[config.mk]
export PLATFORM = sky130hd
export DESIGN_NAME = seg7_scan_driver
export DESIGN_NICKNAME = d
export VERILOG_FILES = /design/src/rtl/seg7_scan_driver.sv
export SDC_FILE = /design/constraint.sdc
export NUM_CORES = 1
export LEC_CHECK = 0
export CORE_UTILIZATION = 50
export CTS_CLUSTER_DIAMETER = 30
export CTS_CLUSTER_SIZE = 40
export DETAILED_ROUTE_END_ITERATION = 8
export PLACE_DENSITY = 0.86
export SLEW_MARGIN = 20
export SYNTH_ARGS = -nofsm -noshare
export SYNTH_HDL_FRONTEND = slang
export SYNTH_SLANG_ARGS = --single-unit
export TNS_END_PERCENT = 10
[constraint.sdc]
create_clock -name clk -period 1.7 [get_ports clk]
set_input_delay 0.34 -clock clk [delete_from_list [all_inputs] [get_ports clk]]
set_output_delay 0.34 -clock clk [all_outputs]
set_load 0.01 [all_outputs]
[src/rtl/seg7_scan_driver.sv]
// rtl/seg7_scan_driver.sv - time-multiplexed N-digit 7-segment scan driver
// Optional LZB_EN: leading-zero blanking mask computed at load.
module seg7_scan_driver #(
  parameter int NUM_DIGITS   = 3,
  parameter int SCAN_DIV     = 1000,
  parameter int GUARD_CYC    = 2,
  parameter int BLINK_FRAMES = 64
) (
  input  logic                      clk,
  input  logic                      rst_n,
  input  logic                      enable,
  input  logic                      load,
  input  logic [4*NUM_DIGITS-1:0]   digits,
  input  logic [NUM_DIGITS-1:0]     blink,
  output logic [6:0]                seg,
  output logic [NUM_DIGITS-1:0]     an,
  output logic                      frame_tick
);

  localparam int IW = (NUM_DIGITS > 1) ? $clog2(NUM_DIGITS) : 1;
  localparam int CW = $clog2(SCAN_DIV);
  localparam int BW = (BLINK_FRAMES > 1) ? $clog2(BLINK_FRAMES) : 1;

  localparam logic [6:0]            SEG_OFF    = 7'h7F;
  localparam logic [NUM_DIGITS-1:0] AN_OFF     = '1;
  localparam logic [CW-1:0]         GUARD_LAST = CW'(GUARD_CYC - 1);
  localparam logic [CW-1:0]         SLOT_LAST  = CW'(SCAN_DIV - 1);
  localparam logic [IW-1:0]         IDX_LAST   = IW'(NUM_DIGITS - 1);
  localparam logic [BW-1:0]         BLINK_LAST = BW'(BLINK_FRAMES - 1);

  typedef enum logic [1:0] {IDLE, GUARD, DRIVE} state_t;

  state_t                  state;
  logic [CW-1:0]           cnt;
  logic [IW-1:0]           idx;
  logic [BW-1:0]           bcnt;
  logic                    phase_on;
  logic [3:0]              shadow_d [NUM_DIGITS];
  logic [NUM_DIGITS-1:0]   shadow_b;
  logic                    lzb_hit;
  logic                    blank;
  logic [6:0]              drive_seg;
  logic [NUM_DIGITS-1:0]   drive_an;

  function automatic logic [6:0] decode(input logic [3:0] code);
    case (code)
      4'd0:    decode = 7'b0000001;
      4'd1:    decode = 7'b1001111;
      4'd2:    decode = 7'b0010010;
      4'd3:    decode = 7'b0000110;
      4'd4:    decode = 7'b1001100;
      4'd5:    decode = 7'b0100100;
      4'd6:    decode = 7'b0100000;
      4'd7:    decode = 7'b0001101;
      4'd8:    decode = 7'b0000000;
      4'd9:    decode = 7'b0000100;
      default: decode = SEG_OFF;
    endcase
  endfunction

  // The display only ever reads the shadow, so a load never tears a slot.
  always_ff @(posedge clk or negedge rst_n) begin
    if (!rst_n) begin
      for (int k = 0; k < NUM_DIGITS; k++) shadow_d[k] <= 4'd0;
      shadow_b <= '0;
    end else if (load) begin
      for (int k = 0; k < NUM_DIGITS; k++) shadow_d[k] <= digits[4*k +: 4];
      shadow_b <= blink;
    end
  end

`ifdef LZB_EN
  logic [NUM_DIGITS-1:0] lzb_mask;
  logic [NUM_DIGITS-1:0] lzb_next;
  logic                  lzb_run;

  always_comb begin
    lzb_next = '0;
    lzb_run  = 1'b1;
    for (int k = NUM_DIGITS - 1; k >= 1; k--) begin
      lzb_run     = lzb_run & (digits[4*k +: 4] == 4'd0);
      lzb_next[k] = lzb_run;
    end
  end

  // Reset mask matches the all-zero reset shadow: every digit but 0 blanked.
  always_ff @(posedge clk or negedge rst_n) begin
    if (!rst_n)    lzb_mask <= ~NUM_DIGITS'(1);
    else if (load) lzb_mask <= lzb_next;
  end

  assign lzb_hit = lzb_mask[idx];
`else
  assign lzb_hit = 1'b0;
`endif

  assign blank     = lzb_hit | (!phase_on & shadow_b[idx]);
  assign drive_seg = blank ? SEG_OFF : decode(shadow_d[idx]);
  assign drive_an  = ~(NUM_DIGITS'(1) << idx);

  always_ff @(posedge clk or negedge rst_n) begin
    if (!rst_n) begin
      state      <= IDLE;
      cnt        <= '0;
      idx        <= '0;
      bcnt       <= '0;
      phase_on   <= 1'b1;
      seg        <= SEG_OFF;
      an         <= AN_OFF;
      frame_tick <= 1'b0;
    end else begin
      frame_tick <= 1'b0;
      if (!enable) begin
        state    <= IDLE;
        cnt      <= '0;
        idx      <= '0;
        bcnt     <= '0;
        phase_on <= 1'b1;
        seg      <= SEG_OFF;
        an       <= AN_OFF;
      end else begin
        case (state)
          IDLE: begin
            state <= GUARD;
            cnt   <= '0;
          end
          GUARD: begin
            cnt <= cnt + 1'b1;
            // Segment pattern is frozen here for the whole DRIVE part of the slot.
            if (cnt == GUARD_LAST) begin
              state <= DRIVE;
              seg   <= drive_seg;
              an    <= drive_an;
            end
          end
          DRIVE: begin
            if (cnt == SLOT_LAST) begin
              cnt   <= '0;
              state <= GUARD;
              seg   <= SEG_OFF;
              an    <= AN_OFF;
              if (idx == IDX_LAST) begin
                idx        <= '0;
                frame_tick <= 1'b1;
                if (bcnt == BLINK_LAST) begin
                  bcnt     <= '0;
                  phase_on <= ~phase_on;
                end else begin
                  bcnt <= bcnt + 1'b1;
                end
              end else begin
                idx <= idx + 1'b1;
              end
            end else begin
              cnt <= cnt + 1'b1;
            end
          end
          default: state <= IDLE;
        endcase
      end
    end
  end

endmodule
Word-level counts from Yosys, hierarchy flattened. Memory sizes are Yosys's and may differ from the RTL's. Cells that the tools add are included.

ROM bits: 112. Input bits: 19. Logic and storage cells: 83. Memories kept: 1. Output and inout port bits: 11. Register bits: 47.

Bitwise operators: 4. Shift-type cells: 1. Mux-type cells: 39. $add $sub $neg: 3. Equal/unequal tests: 14. Order comparisons: 2. Reduce and logical (&&, ||, !) cells: 7.

Memories: (no name shown) (words 16, width 7, rd ports 1, clocked after memory_dff 0, wr ports 0, line 46) `case (code)`.

Operators by type and width (number): 2-to-1 mux 6 bit (5); case mux 10 bit (3 select lines) (1); 2-to-1 mux 7 bit (4); 2-to-1 mux 10 bit (2); 2-to-1 mux 2 bit (7); case mux 7 bit (2 select lines) (1); adder 10 x 1 -> 10 bit, second input constant (1); equality test 10 x 1 -> 1 bit, second input constant (1); equality test 10 bit, second input constant (1); 2-to-1 mux 1 bit (10); 2-to-1 mux 3 bit (3); binary-select mux 4 bit (select 2 bit) (1); 2-to-1 mux 4 bit (2); != test 2 x 1 -> 1 bit, second input constant (4); adder 6 x 1 -> 6 bit, second input constant (1); equality test 6 bit, second input constant (1); != test 3 bit, second input constant (2); case mux 2 bit (3 select lines) (1); case mux 3 bit (2 select lines) (1); AND reduction 3 bit (2); equality test 2 bit, second input constant (2); != test 4 x 1 -> 1 bit, second input constant (1); AND reduction 2 bit (2); AND reduction 4 bit (1); 13 further kinds (13).

Logic depth before layout (Yosys ltp). Gate-level depths: netlist of the first run. An unclocked memory read counts as a cell.

Word-level depth: 9. Depth in mapped cells: 10. Mapped depth without buffers: 9.

Least setup slack after synthesis of the first run. OpenSTA, ideal clock, no wires.

Path kind: register -> register. Start point: register idx[0]. End point: register seg[1]. Path buffers: 1. Clock period less this slack: 1.854 ns. Library setup time: 0.073 ns. Required time: 1.627 ns. Cell stages (with the launch flop): 8. Setup slack: -0.154 ns. Arrival time: 1.781 ns. Cell sequence: dfrtp_1 buf_4 mux2i_1 o21ai_0 inv_1 ha_1 o311a_1 a21oi_1.

Cells in the longest elaborated chain, start to end: 9. Elaborated cells on any way between the ends: 12. Those cells by class: 9 x mux; 2 x bitwise; 1 x memory.

RTL lines: start: declaration (line 35) `logic [IW-1:0] idx;`; start signal: assignment (line 152) `idx <= idx + 1'b1;`; NOT 2 -> 3 bit (implied by the code) (line 98) `assign drive_seg = blank ? SEG_OFF : decode(shadow_d[idx]);`; binary-select mux 4 bit (select 2 bit) (line 98); 2-to-1 mux 4 bit (implied by the code) (2 in a row) (line 98); memory (16 x 7 bit); 2-to-1 mux 7 bit * (line 98); 2-to-1 mux 7 bit * (line 130) `if (cnt == GUARD_LAST) begin`; case mux 7 bit (2 select lines) * (line 122) `case (state)`; 2-to-1 mux 7 bit * (line 113) `if (!enable) begin`; end signal: assignment (line 132) `seg <= drive_seg;`; end: declaration (line 15) `output logic [6:0] seg,`.

Every way passes the cells marked *; elsewhere a longest branch is shown, timed or not. The select of a mux whose other input is x is not followed. A chain may end at the register's enable or synchronous reset.

Worst setup path after layout of the first run.
Start point: register cnt[1]. End point: register an[0].

Cells in the longest elaborated chain, start to end: 3. Elaborated cells on any way between the ends: 5. Those cells by class: 4 x eq/ne; 1 x reduce/logical.

RTL lines: start: declaration (line 34) `logic [CW-1:0] cnt;`; start signal: assignment (line 128) `cnt <= cnt + 1'b1;`; start signal: assignment (line 155) `cnt <= cnt + 1'b1;`; equality test 10 bit / equality test 10 x 1 -> 1 bit (equally long branches) (line 137, 130); != test 3 bit (no line); AND reduction 3 bit (no line) *; end signal: assignment (line 133) `an <= drive_an;`; end: declaration (line 16) `output logic [NUM_DIGITS-1:0] an,`.

Every way passes the cells marked *; elsewhere a longest branch is shown, timed or not.

==> out/results.ini, run 1 <==
[run_status]
status = finished, violations left
violations = setup timing

[synthesis]
avgSynthCellArea_um2 = 10.80
synth_most_common_cell = dfrtp_1
synth_area_um2 = 2592
synth_edf_count = 0
yosys_warnings = 0
yosysUniqueCellTypes = 50
ys_seq_elements = 47
yosysTopAreaCell = dfrtp_1
ys_async_sr_fraction_pct = 100.0
synthCells = 240
synthTopCellsByArea = dfrtp_1 35%, dfstp_2 11%, mux2_2 6.5%
synth_flop_cell = dfrtp_1
yosysTopAreaCellShare_pct = 34.75
synth-seq-area-share_pct = 45.90
syn_nets = 271
ys_top_cells_by_count = 36 x dfrtp_1, 28 x nor2_1, 18 x nand2_1, 15 x mux2_2

[timing]
relSlewSlack_pct = 58.02
setup_viol = 24
hold_violations = 0
period_needed_ps = 1908
fin_crit_sh_pct = 112.2
skew_ps = 6.588
fmax_mhz = 524.2
holdWs_ps = 508.2
drv_slew = 0
worst_slack_ps = -207.7
tightest_slew_ps = 623.1
rsz0062_at_grt = yes

[floorplan]
ioPinCount = 30
fp.coreArea_um2 = 4848
die_area_um2 = 5477
die_h_um = 74.01
die_w_um = 74.01
rows = 25
initial_core_util_pct = 53.47

[pwr]
pwr-share-seq_pct = 38.1
p_leak_nw = 1.523
combinationalPowerShare_pct = 43.8
intPower_mw = 2.519
power_density_nw_per_um2 = 1065
clockPowerShare_pct = 18.1
switching_share_pct = 35.31
ir_worst_vdd_mv = 0.5932
p_switching_mw = 1.375

[worst_setup_path]
slowest_stage = dfrtp_1
crit_path_start = cnt[1]
crit_end = an[0]
crit_required_ps = 1930
crit_cells = 8
worstPathMaxFanout = 8
crit_path_start_kind = flip-flop
worstReg2RegStart = cnt[1]
arrival_ps = 2140
cp_cell_sequence = inv_2 -> ha_4 -> nor4b_4 -> nand3_2 -> a211oi_4 -> buf_6 -> nor2_2 -> a31oi_1
r2r_setup_slack_ps = -210
cp-end-kind = flip-flop
crit_type = flip-flop to flip-flop
slowest_delay_ps = 420
r2r_end = an[0]
cp_top_family = compound AO/OA/AOI/OAI gates
rr_worst_depth = 8
path_buf_inv = 2

[global_routing]
grt_overflow_total = 0
grt_max_degree = 28
antenna_found_initial = 0
grt_pass1_vias = 2083
grt_use_total_pct = 24.25
grt_pass1_wl_um = 9936

[cells_and_area]
syn_to_final_growth_pct = 41.07
final_nets = 355
finalNonFillerCells = 392
drive_above_1_share_pct = 42.77
multi_input_area_um2 = 1526
final_util_pct = 75.43
n_fill_cell = 266
seq_area_um2 = 1194
design_area_um2 = 3657
antenna-diode-count = 0

[clock_network]
cts_buffer_depth = 2
root_buffer = clkbuf_8
cts_tree = done
path_clk_slew_ps = 100
ctsHtreeMaxLevel = 2
cts_buffers = 5
clk_latency_ps = 310
cts.sinks = 47

[placed_design]
dpl_cell_area_um2 = 3258
numPortBuffers = 29
gp_congestion = 0.8633
dp.cells = 371
hpwl_um = 4112

[routing]
routed_wl_um = 6688
drcViolationCount = 0
via_per_inst = 5.684
ant_nets = 0
dr.pass1.iters = 4
wire_per_inst_um = 17.06
vias = 2228
drt_iter0_drc = 151

[run]
maxCapViolCount = 0

[worst_hold_path]
min_path_type = input pin to asynchronous set/reset pin

[power groups by stage]
stage	registers, mW	clock network, mW	logic [mW]
3_5_place_dp	1.48	0	1.27
3_3_place_gp	1.47	0	1.23
2_1_floorplan	1.50	0	0.636
5_1_grt	1.50	0.751	1.83
4_1_cts	1.47	0.706	1.37
6_report	1.48	0.705	1.70
[flip-flops by register name, summed over array words and instances (netlist names)]
register and count:
bcnt 6, state 2, phase_on 1, cnt 10, an 3, shadow_d 12
idx 2, seg 7, shadow_b 3, frame_tick 1
[kinds of logic (layout without fill, tap and decap cells)]
logic type	Yosys count	after routing	share of synthesized area [%]
XOR/XNOR	5	5	1.689
flip-flops	47	47	45.90
multiplexers	28	28	12.02
AO/OA/AOI/OAI	49	49	14.91
AND/OR/NAND/NOR	81	81	16.36
buffers and inverters	18	103	3.330
adder cells (fa/ha/maj)	12	12	5.791
[layer usage]
metal	vias to the layer above	share of wire (%)	global-route usage [%]
met5	-	0	0
met2	69	52	40.30
met3	25	3.6	4.743
li1	1026	-	-
met1	1108	41	30.24
met4	0	3.5	12.18
[repair_timing]
item                                    CTS  global route
pin swaps                                11             9
endpoints found under the hold margin    17             0
resized for setup                        30            29
hold buffers                              1             0
gates cloned                              1             1
endpoints found under the setup margin   30            27
setup buffers                             4             6
[cell usage in the layout, fill, tap and decap left out, drive strengths merged, types with 3 or more instances in the layout]
master and instances:
ha 12, nor2 29, xnor2 4, o22ai 3, o2111ai 3, a21o 3, o2bb2ai 3, o21ai 13
clkdlybuf4s50 18, a31oi 5, o21a 3, a21oi 8, dfstp 11, buf 56, mux2 15, nand3 7
dfrtp 36, nor3 9, clkbuf 5, nand2 18, a41oi 3, clkinv 3, dlygate4sd2 10, inv 9
mux2i 13
[metrics by stage]
step	total power, mW	setup slack (ps)	setup TNS, ps
3_5_place_dp	2.754	-251.6	-2454
6_report	3.894	-207.7	-2599
3_3_place_gp	2.701	-165.0	-1632
5_1_grt	4.088	-250.6	-4456
2_1_floorplan	2.140	-4.050	-4.050
4_1_cts	3.546	-83.17	-585.0
[how the worst min path moves through the flow]
stage / to / slack (ps) / from
after floorplan: bcnt[0] / 40 / rst_n
after global placement: shadow_d[3] / 320 / rst_n
after detailed placement: idx[0] / 330 / rst_n
after CTS: seg[1] / 510 / seg[1]
after global routing: an[1] / 540 / an[1]
final: shadow_d[3] / 510 / rst_n
[cell type report]
| type | count | share of cell area, % |
|---|---|---|
| multi-input cells | 175 | 41.74 |
| repair buffers | 85 | 19.88 |
| clock inverters | 3 | 0.5474 |
| flip-flops and latches | 47 | 32.64 |
| inverters | 10 | 1.026 |
| well taps | 67 | 2.292 |
| clock buffers | 5 | 1.882 |
(Power assumes the default switching activity.)
==> run 2: changes to the inputs <==
--- a/config.mk
+++ b/config.mk
@@ -10,6 +10,7 @@
 export CTS_CLUSTER_SIZE = 40
 export DETAILED_ROUTE_END_ITERATION = 8
 export PLACE_DENSITY = 0.86
+export SETUP_SLACK_MARGIN = 0.4
 export SLEW_MARGIN = 20
 export SYNTH_ARGS = -nofsm -noshare
 export SYNTH_HDL_FRONTEND = slang
==> run 2 against run 1 <==
Compared with the run above:
- worst setup slack improved by 25 ps
- worst hold slack improved by 7.7 ps
- final cell count fell by 2.0%
- combinational power barely moved
- final area barely moved
- the run still ends with setup timing left
- clock skew rose by 0.69 ps
- total power rose by 4.3%
- via count rose by 0.36%
- clock power rose by 21%
- largest power group unchanged
- global-route usage fell by 0.14 points
==> out/results.ini, run 2 (synthesis gave the netlist of run 1 again) <==
[routing]
ant_nets = 0  ; unchanged
dr.pass1.iters = 4  ; unchanged
via_per_inst = 5.823  ; was 5.684
routed_wl_um = 7108  ; was 6688 um
vias = 2236  ; was 2,228
wire_per_inst_um = 18.51  ; was 17.06 um
drcViolationCount = 0  ; unchanged
drt_iter0_drc = 216  ; was 151

[global_routing]
grt_overflow_total = 0  ; unchanged
grt_pass1_vias = 2067  ; was 2,083
antenna_found_initial = 0  ; unchanged
grt_max_degree = 31  ; was 28
grt_pass1_wl_um = 9798  ; was 9936 um
grt_use_total_pct = 24.11  ; was 24.25%

[worst_setup_path]
slowest_stage = dfrtp_2  ; was dfrtp_1
arrival_ps = 2110  ; was 2140 ps
crit_required_ps = 1930  ; about the same
cp_cell_sequence = mux2i_1 -> a2bb2oi_2 -> inv_1 -> ha_1 -> nor2_1 -> a31oi_1 -> a41oi_1  ; was inv_2 -> ha_4 -> nor4b_4 -> nand3_2 -> a211oi_4 -> buf_6 -> nor2_2 -> a31oi_1
slowest_delay_ps = 450  ; was 420 ps
crit_path_start_kind = flip-flop  ; unchanged
worstPathMaxFanout = 4  ; was 8
crit_type = flip-flop to flip-flop  ; unchanged
cp-end-kind = flip-flop  ; unchanged

[pwr]
p_leak_nw = 1.562  ; was 1.523 nW
power_density_nw_per_um2 = 1111  ; was 1065 nW/um^2
ir_worst_vdd_mv = 0.5249  ; was 0.5932 mV

[timing]
holdWs_ps = 515.9  ; was 508.2 ps
setup_viol = 17  ; was 24
fin_crit_sh_pct = 110.8  ; was 112.2%
fmax_mhz = 531.1  ; was 524.2 MHz
hold_violations = 0  ; unchanged
skew_ps = 7.277  ; was 6.588 ps
tightest_slew_ps = 442.2  ; was 623.1 ps
worst_slack_ps = -182.8  ; was -207.7 ps
relSlewSlack_pct = 70.52  ; was 58.02%
rsz0062_at_grt = yes  ; unchanged
period_needed_ps = 1883  ; was 1908 ps
drv_slew = 0  ; unchanged

[clock_network]
ctsHtreeMaxLevel = 2  ; unchanged
cts_tree = done  ; unchanged
cts_buffers = 5  ; unchanged
clk_latency_ps = 300  ; was 310 ps
cts_buffer_depth = 2  ; unchanged
root_buffer = clkbuf_8  ; unchanged
cts.sinks = 47  ; unchanged
path_clk_slew_ps = 100  ; about the same

[cells_and_area]
final_nets = 347  ; was 355
most-common-layout-cells = 38 x buf_4, 32 x dfrtp_1, 27 x nor2_1  ; was 49 x buf_4, 33 x dfrtp_1, 26 x nor2_1
top_register = shadow_d  ; unchanged
mostFrequentLayoutCell = buf_4  ; unchanged
final_util_pct = 75.41  ; was 75.43%
largest_reg_flops = 12  ; unchanged
syn_to_final_growth_pct = 41.02  ; was 41.07%
n_fill_cell = 286  ; was 266
drive_above_1_share_pct = 43.53  ; was 42.77%
antenna-diode-count = 0  ; unchanged
largestRegisters = shadow_d (12), cnt (10), seg (7)  ; unchanged

[floorplan]
die_area_um2 = 5477  ; unchanged
die_w_um = 74.01  ; unchanged
rows = 25  ; unchanged
die_h_um = 74.01  ; unchanged
initial_core_util_pct = 53.47  ; unchanged
ioPinCount = 30  ; unchanged
fp.coreArea_um2 = 4848  ; unchanged

[run]
maxCapViolCount = 0  ; unchanged

[run_status]
violations = setup timing  ; unchanged
status = finished, violations left  ; unchanged

[placed_design]
numPortBuffers = 29  ; unchanged
dpl_worst_slack_ps = -212.3  ; was -251.6 ps
hpwl_um = 4334  ; was 4112 um
gp_congestion = 0.8872  ; was 0.8633

[worst_hold_path]
min_path_type = input pin to asynchronous set/reset pin  ; unchanged

==> run 2: cell count changes in the layout (fill, tap and decap cells not counted), moves of 2 or more <==
cell           delta
buf_4            -11
dlygate4sd2_1    -10
buf_6             +8
buf_12            +3
ha_1              +3
ha_2              -3
o21ai_0           -3
o21ai_1           +3
mux2i_2           +2
nor3_1            -2
==> run 2: final cells by class <==
type | instances | area (um^2) | area share, %
clock inverters | 3 | 47.55 | 1.300
well taps | 67 | 83.83 | 2.293
clock buffers | 5 | 68.82 | 1.882
inverters | 10 | 37.54 | 1.027
multi-input cells | 175 | 1481 | 40.52
flip-flops and latches | 47 | 1195 | 32.68
repair buffers | 77 | 742.0 | 20.29
==> run 2: power breakdown <==
part           switching, mW  internal, mW  total (mW)
combinational          0.789         0.918        1.71
sequential             0.150          1.35        1.50
clock                  0.410         0.446       0.856
==> run 2: what timing repair did <==
action                                 CTS  global route
pin swaps                                8             7
gates resized for setup                 56            30
buffers inserted                         0             4
gates cloned                             0             2
setup endpoints to repair               43            43
endpoints found under the hold margin    9             0
hold buffers                             1             0
==> run 2: metrics by stage <==
stage	power [mW]	cell area [um^2]	TNS (ps)	cells
final	4.062	3656	-1486	384
after global routing	4.251	3656	-2885	384
after CTS	3.673	3463	-518.4	378
after detailed placement	2.768	3306	-2598	369
after global placement	2.709	3306	-1617	369
after floorplan	2.164	2634	0	240
==> run 2: worst max-delay path: cells and delay by family (launching register included) <==
family | cells | cell delay (ps)
muxes | 1 | 330
and+or+nand+nor | 1 | 150
AOI/OAI and AO/OA | 3 | 530
adders and majority gates | 1 | 210
DFF | 1 | 450
buffers and inverters | 1 | 130
==> run 2: layer usage <==
| layer | up-vias | global-route usage (%) | part of all wire (%) |
|---|---|---|---|
| met3 | 24 | 5.149 | 5.5 |
| met1 | 1107 | 30.73 | 41 |
| met5 | - | 0 | 0 |
| met4 | 0 | 9.829 | 2.8 |
| met2 | 96 | 40.00 | 51 |
| li1 | 1009 | - | - |
==> run 2: final timing paths <==
check                               to        start  depth (start not counted)  slack, ps
max                             seg[2]       idx[0]                          7       -180
min                         frame_tick        rst_n                          2        520
max reg2reg                     seg[2]       idx[0]                          7       -180
min reg2reg                shadow_d[5]  shadow_d[5]                          1        520
max in group asynchronous     phase_on        rst_n                          3        610
min in group clk           shadow_d[5]  shadow_d[5]                          1        520
==> run 3: changes to the inputs <==
--- a/config.mk
+++ b/config.mk
@@ -15,4 +15,4 @@
 export SYNTH_ARGS = -nofsm -noshare
 export SYNTH_HDL_FRONTEND = slang
 export SYNTH_SLANG_ARGS = --single-unit
-export TNS_END_PERCENT = 10
+export TNS_END_PERCENT = 30
==> run 3 against run 2 <==
Compared with the run above:
- the flow still finishes with violations (setup timing)
- first-iteration DRC count shrank 44%
- wire length shrank 15%
- maximum frequency grew 4.8%
- via count shrank 5.7%
- final area shrank 2.6%
- sequential share of layout area grew 0.81 points
- flip-flop and latch count is the same
- count of clock-buffer cells in the layout is the same
- critical path depth grew 2
- non-clock buffer count shrank 3
- critical path type unchanged
- highest routed layer unchanged
==> out/results.ini, run 3 (synthesis gave the netlist of run 1 again) <==
[run_status]
status = finished, violations left  ; unchanged
violations = setup timing  ; unchanged

[cells_and_area]
final_nets = 344  ; was 347
top_register = shadow_d  ; unchanged
antenna-diode-count = 0  ; unchanged
drive_above_1_share_pct = 41.40  ; was 43.53%
most-common-layout-cells = 39 x buf_4, 34 x dfrtp_1, 27 x nor2_1  ; was 38 x buf_4, 32 x dfrtp_1, 27 x nor2_1
largestRegisters = shadow_d (12), cnt (10), seg (7)  ; unchanged
mostFrequentLayoutCell = buf_4  ; unchanged
largest_reg_flops = 12  ; unchanged
syn_to_final_growth_pct = 37.31  ; was 41.02%
n_fill_cell = 313  ; was 286

[routing]
dr.pass1.iters = 4  ; unchanged
ant_nets = 0  ; unchanged
drcViolationCount = 0  ; unchanged
via_per_inst = 5.535  ; was 5.823
routed_wl_um = 6065  ; was 7108 um
drt_iter0_drc = 120  ; was 216
wire_per_inst_um = 15.92  ; was 18.51 um
vias = 2109  ; was 2,236

[timing]
tightest_slew_ps = 325.1  ; was 442.2 ps
rsz0062_at_grt = yes  ; unchanged
worst_slack_ps = -96.62  ; was -182.8 ps
period_needed_ps = 1797  ; was 1883 ps
fin_crit_sh_pct = 105.7  ; was 110.8%
drv_slew = 0  ; unchanged
fmax_mhz = 556.6  ; was 531.1 MHz
hold_violations = 0  ; unchanged
relSlewSlack_pct = 77.71  ; was 70.52%
skew_ps = 6.583  ; was 7.277 ps
holdWs_ps = 13.00  ; was 515.9 ps
setup_viol = 17  ; unchanged

[placed_design]
numPortBuffers = 29  ; unchanged
hpwl_um = 4246  ; was 4334 um
dpl_worst_slack_ps = -230.2  ; was -212.3 ps
gp_congestion = 0.8327  ; was 0.8872

[clock_network]
ctsHtreeMaxLevel = 2  ; unchanged
cts_buffer_depth = 2  ; unchanged
cts_tree = done  ; unchanged
cts_buffers = 5  ; unchanged
cts.sinks = 47  ; unchanged
root_buffer = clkbuf_8  ; unchanged
path_clk_slew_ps = 90  ; was 100 ps
holdBufCountCts = 0  ; was 1
clk_latency_ps = 300  ; about the same

[floorplan]
rows = 25  ; unchanged
initial_core_util_pct = 53.47  ; unchanged
die_h_um = 74.01  ; unchanged
fp.coreArea_um2 = 4848  ; unchanged
die_area_um2 = 5477  ; unchanged
die_w_um = 74.01  ; unchanged
ioPinCount = 30  ; unchanged

[worst_setup_path]
r2r_end = seg[3]  ; was seg[2]
r2r_setup_slack_ps = -100  ; was -180 ps
rr_worst_depth = 9  ; was 7
crit_required_ps = 1950  ; was 1930 ps
arrival_ps = 2050  ; was 2110 ps
crit_path_start_kind = flip-flop  ; unchanged
cp-end-kind = flip-flop  ; unchanged
worstPathMaxFanout = 4  ; unchanged
crit_type = flip-flop to flip-flop  ; unchanged
worstReg2RegStart = idx[0]  ; unchanged

[pwr]
ir_worst_vdd_mv = 0.6729  ; was 0.5249 mV
power_density_nw_per_um2 = 1053  ; was 1111 nW/um^2
total_power_mw = 3.748  ; was 4.062 mW
p_leak_nw = 1.532  ; was 1.562 nW

[worst_hold_path]
min_path_type = input pin to asynchronous set/reset pin  ; unchanged

[global_routing]
grt_max_degree = 48  ; was 31
grt_overflow_total = 0  ; unchanged
grt_use_total_pct = 24.21  ; was 24.11%
grt_pass1_wl_um = 9936  ; was 9798 um
grt_pass1_vias = 2089  ; was 2,067
antenna_found_initial = 0  ; unchanged

[run]
maxCapViolCount = 0  ; unchanged

## run 3: changes by cell type in the layout (fill, tap and decap cells not counted), moves of 3 or more
cell	change
ha_1	-3
mux2i_1	+3
mux2i_2	-3
nor3_2	-3
buf_6	-3
o21ai_2	+5
nor3_1	+3
o21ai_0	-4
ha_2	+3
## run 3: per-stage QoR
step	instance area [um^2]	util, %	instances	setup TNS, ps
2_1_floorplan	2658	-	240	0
3_3_place_gp	3307	68.21	366	-1695
3_5_place_dp	3307	68.21	366	-2738
4_1_cts	3478	71.74	377	-739.4
5_1_grt	3560	73.42	381	-2296
6_report	3560	73.42	381	-734.2
## run 3: final cells by class
class	instances	area [um^2]	area share, %
multi-input cells	175	1454	40.84
flip-flops and latches	47	1192	33.50
repair buffers	74	680.7	19.12
well taps	67	83.83	2.355
clock buffers	5	68.82	1.933
clock inverters	3	42.54	1.195
inverters	10	37.54	1.054
## run 3: where the power goes
part / internal (mW) / total [mW] / switching [mW]
Sequential: 1.35 / 1.48 / 0.131
Combinational: 0.774 / 1.45 / 0.671
Clock: 0.439 / 0.825 / 0.387
Total: 2.56 / 3.75 / 1.19
## run 3: worst max-delay path, stage by stage, from the launching register on
cell,delay [ps]
dfrtp_2,480
buf_12,160
mux2i_1,130
o21ai_2,200
inv_2,90
ha_4,240
inv_1,50
mux2i_1,60
o2111ai_1,190
o21a_1,160
## run 3: metal layers
layer / track usage [%] / wire [um] / vias to the layer above
met3: 5.285 / 231 / 14
met1: 32.33 / 2660 / 1027
met2: 39.60 / 3037 / 58
met4: 7.479 / 135 / 0
met5: 0 / 0 / -
li1: - / - / 1010
## run 3: worst max path at each step
stage          cells past startpoint      from  endpoint  slack (ps)
2_1_floorplan                      7  state[1]    cnt[9]          40
3_3_place_gp                       6    enable    cnt[9]        -160
3_5_place_dp                       6    enable    cnt[7]        -230
4_1_cts                            7    cnt[0]    seg[3]         -80
5_1_grt                            9    idx[0]    seg[3]        -200
6_report                           9    idx[0]    seg[3]        -100
## run 3: repair_timing
action / in CTS / in global routing
gates resized for setup: 62 / 16
pin swaps: 6 / 12
endpoints found under the setup margin: 43 / 42
buffers inserted: 3 / 4
hold endpoints to repair: 0 / 0
